<file path="config.mk">
export PLATFORM = sky130hd
export DESIGN_NAME = isr_controller
export DESIGN_NICKNAME = d
export VERILOG_FILES = /design/src/rtl/isr_controller.sv
export SDC_FILE = /design/constraint.sdc
export NUM_CORES = 1
export LEC_CHECK = 0
export CORE_MARGIN = 4
export CORE_UTILIZATION = 31
export DETAILED_ROUTE_END_ITERATION = 10
export PLACE_DENSITY = 0.79
export SLEW_MARGIN = 20
export SYNTH_ARGS = -nofsm -noshare
export SYNTH_HDL_FRONTEND = slang
export SYNTH_SLANG_ARGS = --single-unit
</file>
<file path="constraint.sdc">
create_clock -name clk -period 1.4 [get_ports clk]
set_input_delay 0.28 -clock clk [delete_from_list [all_inputs] [get_ports clk]]
set_output_delay 0.28 -clock clk [all_outputs]
set_load 0.005 [all_outputs]
</file>
<file path="src/rtl/isr_controller.sv">
// isr_controller: arbitrates level interrupts, saves the resume PC and issues fetch redirects on entry and uret.
module isr_controller #(
  parameter int          NUM_IRQ    = 4,
  parameter logic [31:0] ISR_BASE   = 32'h0000_1000,
  parameter logic [31:0] VEC_STRIDE = 32'h10
) (
  input  logic               clk,
  input  logic               rst,
  input  logic [NUM_IRQ-1:0] irq_in,
  input  logic [NUM_IRQ-1:0] irq_en,
  input  logic               gie,
  input  logic               pipe_stall,
  input  logic               branch_flush,
  input  logic               jump_flush,
  input  logic               id_valid,
  input  logic [31:0]        id_pc,
  input  logic               id_uret,
  output logic               ISR_PC_flush,
  output logic               ISR_pipe_flush,
  output logic [31:0]        isr_pc_new,
  output logic [NUM_IRQ-1:0] irq_ack,
  output logic               isr_running,
  output logic [31:0]        sav_pc
);
  localparam int IW = NUM_IRQ > 1 ? $clog2(NUM_IRQ) : 1;
  typedef enum logic [1:0] {IDLE, ENTER, RUN, EXIT} state_t;
  state_t state, state_nx;
  logic [IW-1:0] irq_id, win;
  logic [NUM_IRQ-1:0] pending;
  logic ok, take;
  always_comb begin
    pending = irq_in & irq_en & {NUM_IRQ{gie}};
    ok = id_valid & ~pipe_stall & ~branch_flush & ~jump_flush;
    take = |pending & ok;
    win = '0;
    // descending scan so the lowest pending index is the last write
    for (int i = NUM_IRQ - 1; i >= 0; i--)
      if (pending[i]) win = IW'(i);
    state_nx = state;
    case (state)
      IDLE:    state_nx = take ? ENTER : IDLE;
      ENTER:   state_nx = RUN;
      RUN:     state_nx = (id_uret & ok) ? EXIT : RUN;
      default: state_nx = IDLE;
    endcase
  end
  always_ff @(posedge clk) begin
    if (rst) begin
      state  <= IDLE;
      sav_pc <= '0;
      irq_id <= '0;
    end else begin
      state <= state_nx;
      if (state == IDLE && take) begin
        sav_pc <= id_pc;
        irq_id <= win;
      end
    end
  end
  assign ISR_PC_flush   = state == ENTER || state == EXIT;
  assign ISR_pipe_flush = ISR_PC_flush;
  assign isr_running    = state != IDLE;
  assign isr_pc_new     = state == ENTER ? ISR_BASE + 32'(irq_id) * VEC_STRIDE :
                          state == EXIT  ? sav_pc : '0;
  assign irq_ack        = state == ENTER ? NUM_IRQ'(1) << irq_id : '0;
endmodule

</file>
After elaboration in Yosys (flattened, before gate mapping):

Index checks and enable logic that the tools add are counted.

* bits in latches: 0
* input port bits: 48
* memories: 0
* bits in writable memories: 0
* bits in registers: 36
* ROM bits: 0
* output and inout bits: 71

* muxes and demuxes: 10
* div/mod/pow operators: 0
* $mul: 0
* shift operators: 1
* equal/unequal tests: 3
* bitwise logic cells: 10
* $lt $le $gt $ge: 0
* reduce and logical (&&, ||, !) cells: 5
* add/subtract/negate cells: 1

Operator list (count)
* $mux 32: 2
* $add 13x6->14 const A: 1
* $and 4x4->4: 2
* $mux 2: 4
* $pmux 2 s3: 1
* $and 1x1->1: 5
* $eq 2x2->1 const B: 2
* $mux 4: 1
* $reduce_or 4->1: 1
* $shl 1x2->4 const A: 1
* $not 1->1: 3
* $eq 2x1->1 const B: 1
* $logic_not 2->1: 1
* $mux 1: 2
* $reduce_bool 2->1: 1
* $logic_and 1x1->1: 1
* $logic_or 1x1->1: 1

Longest topological paths before layout:

Gate-level depths: netlist (run 1).

* depth in word-level cells: 7
* gate-level depth with buffers: 7
* mapped depth without buffers: 5

Worst setup path after synthesis (run 1):

OpenSTA, ideal clock, no wires.

* path kind: flip-flop to output port
* start: reg state[1]
* end: out isr_pc_new[22]
* data arrival time: 1198 ps
* stages on the path, launching flop included: 6
* path slack: -78 ps
* path through: dfxtp_1 -> inv_1 -> ha_1 -> nor2b_1 -> clkbuf_1 -> and2_1

* cells in the longest elaborated chain, start to end: 3
* elaborated cells between the ends (all ways): 4
* classes of those cells: eq/ne: 2; mux: 2

Ends and longest elaborated chain
* from (decl): line 27 `state_t state, state_nx;`
* from (signal assigned): line 53 `state <= state_nx;`
* $eq 2x2->1: line 64 `state == EXIT ? sav_pc : '0;`
* $mux 32: line 64
* $mux 32 *: line 63 `assign isr_pc_new = state == ENTER ? ISR_BASE + 32'(irq_id) * VEC_STRIDE :`
* to (decl): line 20 `output logic [31:0] isr_pc_new,`

Mark *: on every way between the ends. The rest lies on a longest branch, timed or not.

Final worst setup path (run 1):

* start: reg state[1]
* end: out isr_pc_new[8]

The elaborated chain is that of the path after synthesis.

==> flow_summary.html, run 1 <==
<table>
<tr><th>Metric</th><th>Value</th></tr>
<tr><th colspan="2">CTS</th></tr>
<tr><td>Reg clk slew, reported paths</td><td>approximately 70 ps</td></tr>
<tr><td>Clock Tree Buf Depth</td><td>2</td></tr>
<tr><td>Count of H-tree levels built during CTS</td><td>2</td></tr>
<tr><td>Hold-fix buffers at CTS</td><td>0</td></tr>
<tr><td>Clock network latency to the later pin of the worst-skew pair</td><td>around 280 ps</td></tr>
<tr><td>Sinks on the clock net</td><td>36</td></tr>
<tr><td>Clock buffer count from CTS</td><td>5</td></tr>
<tr><td>Cell chosen for the clock root</td><td>sky130_fd_sc_hd__clkbuf_8</td></tr>
<tr><td>CTS tree</td><td>yes</td></tr>
<tr><th colspan="2">Routing</th></tr>
<tr><td>Remaining routing DRC violations</td><td>0</td></tr>
<tr><td>Total detailed-routing wirelength</td><td>7189 um</td></tr>
<tr><td>Post-route antenna net violation count</td><td>0</td></tr>
<tr><td>Number of design-rule violations left by the first detailed-router iteration</td><td>44</td></tr>
<tr><td>Overall via count from detail_route</td><td>2095</td></tr>
<tr><td>Routed via count divided by cell count</td><td>4.772</td></tr>
<tr><td>Average detailed-routed wire length per instance</td><td>between 15 and 20 um</td></tr>
<tr><td>DR pass1 iterations</td><td>4</td></tr>
<tr><th colspan="2">Global routing</th></tr>
<tr><td>Largest net degree at the start of global routing</td><td>37</td></tr>
<tr><td>Remaining global-route overflow</td><td>0</td></tr>
<tr><td>Global-route wire length before repair</td><td>10540 um</td></tr>
<tr><td>Number of antenna violations at the first check in global routing</td><td>0</td></tr>
<tr><td>Overall global routing resource usage</td><td>21.08%</td></tr>
<tr><td>Via count of the first global-routing pass</td><td>2080</td></tr>
<tr><th colspan="2">Power and ir drop</th></tr>
<tr><td>Sw Ratio</td><td>23.61%</td></tr>
<tr><td>Power Total</td><td>2105 uW</td></tr>
<tr><td>Sequential group share of total power</td><td>49.3%</td></tr>
<tr><td>Proportion of power drawn by the clock network</td><td>36.3%</td></tr>
<tr><td>Static Leakage</td><td>0.001837 uW</td></tr>
<tr><td>Power density over the cells</td><td>528.1 nW/um^2</td></tr>
<tr><td>Int Pwr</td><td>approximately 1600 uW</td></tr>
<tr><td>Net switching power figure</td><td>496.9 uW</td></tr>
<tr><td>IR drop worst, VDD</td><td>0.3601 mV</td></tr>
<tr><td>Combinational power share</td><td>14.3%</td></tr>
<tr><th colspan="2">Placed design</th></tr>
<tr><td>DP Worst Slack</td><td>-461.9 ps</td></tr>
<tr><td>Placer congestion estimate</td><td>0.8066</td></tr>
<tr><td>Number of input and output port buffers inserted</td><td>118</td></tr>
<tr><td>Detailed-placement wirelength estimate</td><td>3986 um</td></tr>
<tr><th colspan="2">Synthesis</th></tr>
<tr><td>Share of synthesized flip-flops with an asynchronous set or reset</td><td>0%</td></tr>
<tr><td>Number of synthesis warnings</td><td>0</td></tr>
<tr><td>Distinct cell type count of the synthesized netlist</td><td>27</td></tr>
<tr><td>Largest cells by area after synthesis</td><td>sky130_fd_sc_hd__dfxtp_1 (43%), sky130_fd_sc_hd__nand2_1 (16%), sky130_fd_sc_hd__and2_1 (11%), sky130_fd_sc_hd__a21oi_1 (10%), sky130_fd_sc_hd__ha_1 (3.7%)</td></tr>
<tr><td>Nets in the synthesized netlist</td><td>267</td></tr>
<tr><td>Flip-flop and latch count after synthesis</td><td>36</td></tr>
<tr><td>Library cell occupying the most area in the post-synthesis netlist</td><td>sky130_fd_sc_hd__dfxtp_1</td></tr>
<tr><td>Most frequently used cell type in the post-synthesis netlist</td><td>sky130_fd_sc_hd__nand2_1</td></tr>
<tr><td>Top flip-flop cell by instance count after synthesis</td><td>sky130_fd_sc_hd__dfxtp_1</td></tr>
<tr><td>Share of Yosys cell area claimed by the top area cell type</td><td>43.08%</td></tr>
<tr><td>Post-Synthesis Mean Instance Area</td><td>7.817 sq um</td></tr>
<tr><td>Post-synthesis instance total</td><td>roughly 210</td></tr>
<tr><td>Number of flops mapped to enable cells by yosys</td><td>0</td></tr>
<tr><td>Post-Syn Area</td><td>1673 sq um</td></tr>
<tr><td>Commonest cells post-synth</td><td>sky130_fd_sc_hd__nand2_1 (72), sky130_fd_sc_hd__dfxtp_1 (36), sky130_fd_sc_hd__a21oi_1 (34)</td></tr>
<tr><td>Sequential area share after synthesis</td><td>between 40% and 50%</td></tr>
<tr><th colspan="2">Cells and area</th></tr>
<tr><td>N_diodes</td><td>0</td></tr>
<tr><td>Post-synthesis to final-layout area growth</td><td>138.3%</td></tr>
<tr><td>Count of filler cells inserted in the layout</td><td>363</td></tr>
<tr><td>Proportion of layout cells with a drive suffix above 1</td><td>63.41%</td></tr>
<tr><td>Net count of the finished layout</td><td>421</td></tr>
<tr><td>Post-layout util</td><td>77.07%</td></tr>
<tr><th colspan="2">Timing</th></tr>
<tr><td>Final Cycle Share</td><td>126.8%</td></tr>
<tr><td>Max-slew violation count</td><td>0</td></tr>
<tr><td>Pin slew with the least headroom to its limit</td><td>about 360 ps</td></tr>
<tr><td>Final hold viol count</td><td>0</td></tr>
<tr><td>Worst slew margin relative to its limit</td><td>75.87%</td></tr>
<tr><td>RSZ-0062 raised after global routing</td><td>yes</td></tr>
<tr><td>Number of endpoints failing setup at the final stage</td><td>73</td></tr>
<tr><td>F_max</td><td>about 0.56 GHz</td></tr>
<tr><td>Layout Skew</td><td>4.148 ps</td></tr>
<tr><td>Final setup TNS</td><td>-15340 ps</td></tr>
<tr><td>Clock period minus final worst setup slack</td><td>1775 ps</td></tr>
<tr><td>Setup slack after layout</td><td>-374.8 ps</td></tr>
<tr><th colspan="2">Die</th></tr>
<tr><td>DIE AREA</td><td>6636 sq um</td></tr>
<tr><td>Starting Density</td><td>32.34%</td></tr>
<tr><td>Horizontal extent of the die</td><td>81.46 um</td></tr>
<tr><td>Die Height</td><td>81.46 um</td></tr>
<tr><td>Row count</td><td>26</td></tr>
<tr><td>Num ports</td><td>119</td></tr>
<tr><td>Core Footprint</td><td>between 5000 and 6000 sq um</td></tr>
<tr><th colspan="2">Critical path</th></tr>
<tr><td>Critical path capture point type</td><td>output pin</td></tr>
<tr><td>Setup Crit Path Kind</td><td>register to output pin</td></tr>
<tr><td>Crit path DAT</td><td>1490 ps</td></tr>
<tr><td>Required @ worst endpoint</td><td>1120 ps</td></tr>
<tr><td>Maximum fanout along the worst path</td><td>9</td></tr>
<tr><td>Startpoint type of the worst setup path</td><td>register</td></tr>
<tr><th colspan="2">Outcome</th></tr>
<tr><td>Result of the run</td><td>complete, but fails checks</td></tr>
<tr><td>Failing checks</td><td>negative setup slack</td></tr>
<tr><th colspan="2">Flow run</th></tr>
<tr><td>Number of maximum-capacitance constraint violations</td><td>0</td></tr>
<tr><th colspan="2">Hold path</th></tr>
<tr><td>Type of the worst min-delay path</td><td>register to register</td></tr>
</table>
==> cell type report <==
type,count,area (sq um),share of cell area [%]
well taps,70,87.58,2.197
repair buffers,162,1613,40.46
multi-input cells,160,1406,35.28
clock buffers,7,86.33,2.166
inverters,3,16.27,0.4080
flip-flops and latches,36,769.5,19.30
clock inverters,1,7.507,0.1883
==> state kept, by name (all words and copies together), names as in the netlist <==
register	flops
irq_id	2
sav_pc	32
state	2
==> per-stage QoR <==
step                      cell area [sq um]  hold WS (ps)  cells
final                                  3986         460.6    439
after floorplan                        1679         416.0    214
after detailed placement               3014         456.0    403
after CTS                              3720         442.9    442
after global placement                 3014         453.9    403
after global routing                   3986         476.3    439
==> per-layer routing <==
layer,share of wire [%],track usage [%]
met5,0,0
met4,1.3,5.912
met3,7.7,5.702
met2,53,39.33
met1,38,23.20
==> timing repair <==
action                     CTS  global route
resized for setup          316           123
gates cloned                10             1
setup endpoints to repair  106            77
pin swaps                   56            55
buffers inserted            21             6
==> critical path, cell delays in order (launching register included) <==
cell and delay [ps]:
sky130_fd_sc_hd__dfxtp_4 380, sky130_fd_sc_hd__inv_4 40, sky130_fd_sc_hd__ha_4 160, sky130_fd_sc_hd__nor2b_4 130, sky130_fd_sc_hd__buf_6 130, sky130_fd_sc_hd__buf_8 120, sky130_fd_sc_hd__and2_1 140, sky130_fd_sc_hd__buf_2 110
==> power groups by stage <==
stage | Combinational, uW | Sequential, uW | Clock, uW
2_1_floorplan | 53.0 | 1060 | 0
4_1_cts | 281 | 1040 | 786
5_1_grt | 318 | 1040 | 837
3_3_place_gp | 233 | 1060 | 0
6_report | 301 | 1040 | 765
3_5_place_dp | 236 | 1070 | 0
==> cells in the final DEF, fill, tap and decap left out, drive strengths merged, types with 3 or more instances in the layout <==
master         instances
inv                    3
and2                  29
a21oi                 34
buf                   79
clkbuf                11
dlymetal6s2s           3
dlygate4sd2           41
nand2                 72
ha                     5
clkdlybuf4s50         35
dfxtp                 36
==> cells by family after synthesis <==
family	synth area share, %
DFF	43.08
and+or+nand+nor	32.16
adders and majority gates	3.740
AOI/OAI and AO/OA	14.96
buffers and inverters	6.058
==> final timing paths <==
check        startpoint       endpoint  slack, ps  depth (start not counted)
max            state[1]  isr_pc_new[8]       -370                          7
min          sav_pc[24]     sav_pc[24]        460                          2
max reg2reg    state[0]      sav_pc[7]       -120                          9
min reg2reg  sav_pc[24]     sav_pc[24]        460                          2
(Power assumes the default switching activity.)
==> inputs of run 2 (changes only) <==
--- a/config.mk
+++ b/config.mk
@@ -7,6 +7,7 @@
 export LEC_CHECK = 0
 export CORE_MARGIN = 4
 export CORE_UTILIZATION = 31
+export CTS_CLUSTER_SIZE = 14
 export DETAILED_ROUTE_END_ITERATION = 10
 export PLACE_DENSITY = 0.79
 export SLEW_MARGIN = 20
==> results of run 2 <==
Final layout, timing and power as in run 1 (identical DEF).
==> inputs of run 3 (changes only) <==
--- a/config.mk
+++ b/config.mk
@@ -5,7 +5,7 @@
 export SDC_FILE = /design/constraint.sdc
 export NUM_CORES = 1
 export LEC_CHECK = 0
-export CORE_MARGIN = 4
+export CORE_MARGIN = 5
 export CORE_UTILIZATION = 31
 export CTS_CLUSTER_SIZE = 14
 export DETAILED_ROUTE_END_ITERATION = 10
==> constraint.sdc (replaced) <==
create_clock -name clk -period 1.6 [get_ports clk]
set_input_delay 0.32 -clock clk [delete_from_list [all_inputs] [get_ports clk]]
set_output_delay 0.32 -clock clk [all_outputs]
set_load 0.005 [all_outputs]
==> run 3 against run 2 <==
Compared with the run above:
- the run still ends with negative setup slack left
- clock power decreased by 21%
- setup slack about the same
- global-route usage decreased by 3.9 points
- clock skew increased by 2.0 ps
- cell count increased by 0.68%
- routed wire length decreased by 0.35%
- sequential power decreased by 12%
- die area increased by 5.0%
- combinational power decreased by 20%
- critical path type unchanged
==> flow_summary.html, run 3 (synthesis gave the netlist of run 1 again) <==
<table>
<tr><th>Metric</th><th>Value</th></tr>
<tr><th colspan="2">Critical path</th></tr>
<tr><td>Maximum fanout along the worst path</td><td>5 (-4)</td></tr>
<tr><td>Crit path DAT</td><td>1650 ps (+160 ps)</td></tr>
<tr><td>Worst Setup SP</td><td>state[1]</td></tr>
<tr><td>RR Startpoint</td><td>state[1]</td></tr>
<tr><td>Critical path capture point type</td><td>output pin</td></tr>
<tr><td>Setup Crit Path Kind</td><td>register to output pin</td></tr>
<tr><td>Required @ worst endpoint</td><td>1280 ps (+160 ps)</td></tr>
<tr><td>R2R cell count</td><td>9 (unchanged)</td></tr>
<tr><td>Startpoint type of the worst setup path</td><td>register</td></tr>
<tr><th colspan="2">Global routing</th></tr>
<tr><td>Largest net degree at the start of global routing</td><td>37 (unchanged)</td></tr>
<tr><td>Global-route wire length before repair</td><td>9853 um (-6.5%)</td></tr>
<tr><td>Number of antenna violations at the first check in global routing</td><td>0 (unchanged)</td></tr>
<tr><td>Remaining global-route overflow</td><td>0 (unchanged)</td></tr>
<tr><td>Overall global routing resource usage</td><td>17.19% (-3.9 points)</td></tr>
<tr><td>Via count of the first global-routing pass</td><td>2022 (-2.8%)</td></tr>
<tr><th colspan="2">Power and ir drop</th></tr>
<tr><td>Proportion of power drawn by the clock network</td><td>34.5% (-1.8 points)</td></tr>
<tr><td>Combinational power share</td><td>13.7% (-0.6 points)</td></tr>
<tr><td>Power density over the cells</td><td>462.2 nW/um^2 (-12%)</td></tr>
<tr><td>Sw Ratio</td><td>22.71% (-0.89 points)</td></tr>
<tr><td>Sequential group share of total power</td><td>51.8% (+2.5 points)</td></tr>
<tr><td>Static Leakage</td><td>0.001632 uW (-11%)</td></tr>
<tr><td>Int Pwr</td><td>1358 uW (-16%)</td></tr>
<tr><td>Power Total</td><td>1757 uW (-17%)</td></tr>
<tr><td>IR drop worst, VDD</td><td>0.3162 mV (-12%)</td></tr>
<tr><td>Net switching power figure</td><td>399.0 uW (-20%)</td></tr>
<tr><th colspan="2">CTS</th></tr>
<tr><td>Clock network latency to the later pin of the worst-skew pair</td><td>290 ps (about the same)</td></tr>
<tr><td>Hold-fix buffers at CTS</td><td>0 (unchanged)</td></tr>
<tr><td>Clock Tree Buf Depth</td><td>2 (unchanged)</td></tr>
<tr><td>CTS tree</td><td>yes</td></tr>
<tr><td>Sinks on the clock net</td><td>36 (unchanged)</td></tr>
<tr><td>Clock buffer count from CTS</td><td>5 (unchanged)</td></tr>
<tr><td>Count of H-tree levels built during CTS</td><td>2 (unchanged)</td></tr>
<tr><td>Reg clk slew, reported paths</td><td>70 ps (about the same)</td></tr>
<tr><td>Cell chosen for the clock root</td><td>sky130_fd_sc_hd__clkbuf_8</td></tr>
<tr><th colspan="2">Die</th></tr>
<tr><td>Horizontal extent of the die</td><td>83.46 um (+2.5%)</td></tr>
<tr><td>Die Height</td><td>83.46 um (+2.5%)</td></tr>
<tr><td>DIE AREA</td><td>6966 sq um (+5.0%)</td></tr>
<tr><td>Num ports</td><td>119 (unchanged)</td></tr>
<tr><td>Row count</td><td>26 (unchanged)</td></tr>
<tr><td>Core Footprint</td><td>5172 sq um (unchanged)</td></tr>
<tr><td>Starting Density</td><td>32.34% (unchanged)</td></tr>
<tr><th colspan="2">Timing</th></tr>
<tr><td>Layout Skew</td><td>6.187 ps (+2.039 ps)</td></tr>
<tr><td>F_max</td><td>0.5063 GHz</td></tr>
<tr><td>Pin slew with the least headroom to its limit</td><td>376.6 ps (+15.16 ps)</td></tr>
<tr><td>RSZ-0062 raised after global routing</td><td>yes</td></tr>
<tr><td>Final setup TNS</td><td>-10260 ps (+5081 ps)</td></tr>
<tr><td>Clock period minus final worst setup slack</td><td>between 1500 and 2000 ps</td></tr>
<tr><td>Worst slew margin relative to its limit</td><td>74.86% (-1.0 points)</td></tr>
<tr><td>Setup slack after layout</td><td>-375.0 ps (-0.1590 ps)</td></tr>
<tr><td>Max-slew violation count</td><td>0 (unchanged)</td></tr>
<tr><td>Final Cycle Share</td><td>123.4%</td></tr>
<tr><td>Number of endpoints failing setup at the final stage</td><td>39 (-47%)</td></tr>
<tr><td>Final hold viol count</td><td>0 (unchanged)</td></tr>
<tr><th colspan="2">Cells and area</th></tr>
<tr><td>Reg with most FFs</td><td>sav_pc</td></tr>
<tr><td>Most common cell after layout, fill and taps aside</td><td>sky130_fd_sc_hd__clkdlybuf4s50_1</td></tr>
<tr><td>Proportion of layout cells with a drive suffix above 1</td><td>39.25% (-24 points)</td></tr>
<tr><td>Post-synthesis to final-layout area growth</td><td>127.2%</td></tr>
<tr><td>Most used cells in the layout excluding fill and tap cells</td><td>sky130_fd_sc_hd__clkdlybuf4s50_1 (69), sky130_fd_sc_hd__nand2_1 (65), sky130_fd_sc_hd__buf_6 (52), sky130_fd_sc_hd__dfxtp_1 (34), sky130_fd_sc_hd__a21oi_1 (32)</td></tr>
<tr><td>Registers with the most flip-flops</td><td>sav_pc: 32 flops, irq_id: 2 flops, state: 2 flops</td></tr>
<tr><td>Number of flip-flops in the largest register</td><td>32 (unchanged)</td></tr>
<tr><td>N_diodes</td><td>0 (unchanged)</td></tr>
<tr><td>Net count of the finished layout</td><td>425 (+0.95%)</td></tr>
<tr><th colspan="2">Hold path</th></tr>
<tr><td>Type of the worst min-delay path</td><td>primary input to register</td></tr>
<tr><td>Number of cells on the worst hold path</td><td>4 (+2)</td></tr>
<tr><td>Startpoint of the worst hold path</td><td>irq_en[0]</td></tr>
<tr><th colspan="2">Routing</th></tr>
<tr><td>Total detailed-routing wirelength</td><td>7164 um (-0.35%)</td></tr>
<tr><td>Overall via count from detail_route</td><td>2097 (+0.095%)</td></tr>
<tr><td>Remaining routing DRC violations</td><td>0 (unchanged)</td></tr>
<tr><td>Post-route antenna net violation count</td><td>0 (unchanged)</td></tr>
<tr><td>Average detailed-routed wire length per instance</td><td>16.21 um (-1.0%)</td></tr>
<tr><td>DR pass1 iterations</td><td>4 (unchanged)</td></tr>
<tr><td>Number of design-rule violations left by the first detailed-router iteration</td><td>76 (+73%)</td></tr>
<tr><td>Routed via count divided by cell count</td><td>4.744 (-0.58%)</td></tr>
<tr><th colspan="2">Placed design</th></tr>
<tr><td>Detailed-placement wirelength estimate</td><td>3988 um (about the same)</td></tr>
<tr><td>Placer congestion estimate</td><td>0.7048 (-13%)</td></tr>
<tr><td>Number of input and output port buffers inserted</td><td>118 (unchanged)</td></tr>
<tr><th colspan="2">Flow run</th></tr>
<tr><td>Number of maximum-capacitance constraint violations</td><td>0 (unchanged)</td></tr>
<tr><th colspan="2">Outcome</th></tr>
<tr><td>Result of the run</td><td>complete, but fails checks</td></tr>
<tr><td>Failing checks</td><td>negative setup slack</td></tr>
</table>
[run 3: cell count changes in the layout (fill, tap and decap cells not counted), sizes merged]
cell and change:
dlymetal6s2s +7, dlygate4sd2 -41, clkinvlp -1, clkdlybuf4s50 +34, clkbuf +1, clkinv +1
buf +2
[run 3: worst paths after layout]
kind	endpoint	slack, ps
max reg2reg	state[0]	20
max	isr_pc_new[20]	-370
min	irq_id[0]	420
min reg2reg	sav_pc[27]	470
[run 3: critical path: stages (launching register included)]
cell and delay [ps]:
sky130_fd_sc_hd__dfxtp_4 380, sky130_fd_sc_hd__inv_4 40, sky130_fd_sc_hd__ha_4 160, sky130_fd_sc_hd__nor2b_4 240
sky130_fd_sc_hd__buf_6 150, sky130_fd_sc_hd__buf_6 100, sky130_fd_sc_hd__buf_6 90, sky130_fd_sc_hd__and2_4 130
sky130_fd_sc_hd__buf_6 80
[run 3: routing by layer]
metal	wire length (um)	GRT usage, %
met3	541	5.331
met4	89	5.263
met2	3529	30.10
met5	0	0
met1	3003	20.00
[run 3: final cells by class]
class | count | area [sq um]
multi-input cells | 160 | 1070
repair buffers | 166 | 1822
fillers | 377 | 1371
inverters | 3 | 16.27
clock buffers | 6 | 72.57
well taps | 70 | 87.58
flip-flops and latches | 36 | 728.2
clock inverters | 1 | 5.005
[run 3: power groups by stage]
stage	Combinational, uW	Sequential, uW	Clock, uW
2_1_floorplan	46.3	932	0
3_3_place_gp	201	931	0
3_5_place_dp	204	932	0
4_1_cts	209	911	617
5_1_grt	255	911	669
6_report	241	910	605
[run 3: repair_timing]
item                       CTS  global route
setup endpoints to repair   66            74
pin swaps                   18            11
setup buffers               18             6
cloned                       3             7
resized for setup          234            54
[run 3: through the flow]
| stage | area, sq um | setup WS (ps) | instances | utilization [%] | hold slack, ps |
|---|---|---|---|---|---|
| floorplan | 1673 | 82.32 | 214 | - | 456.0 |
| global placement | 2992 | -307.3 | 402 | 57.84 | 453.9 |
| detailed placement | 2992 | -322.9 | 402 | 57.84 | 458.5 |
| CTS | 3346 | -363.4 | 430 | 64.68 | 468.0 |
| global route | 3801 | -430.0 | 442 | 73.49 | 447.6 |
| finish | 3801 | -375.0 | 442 | 73.49 | 421.1 |
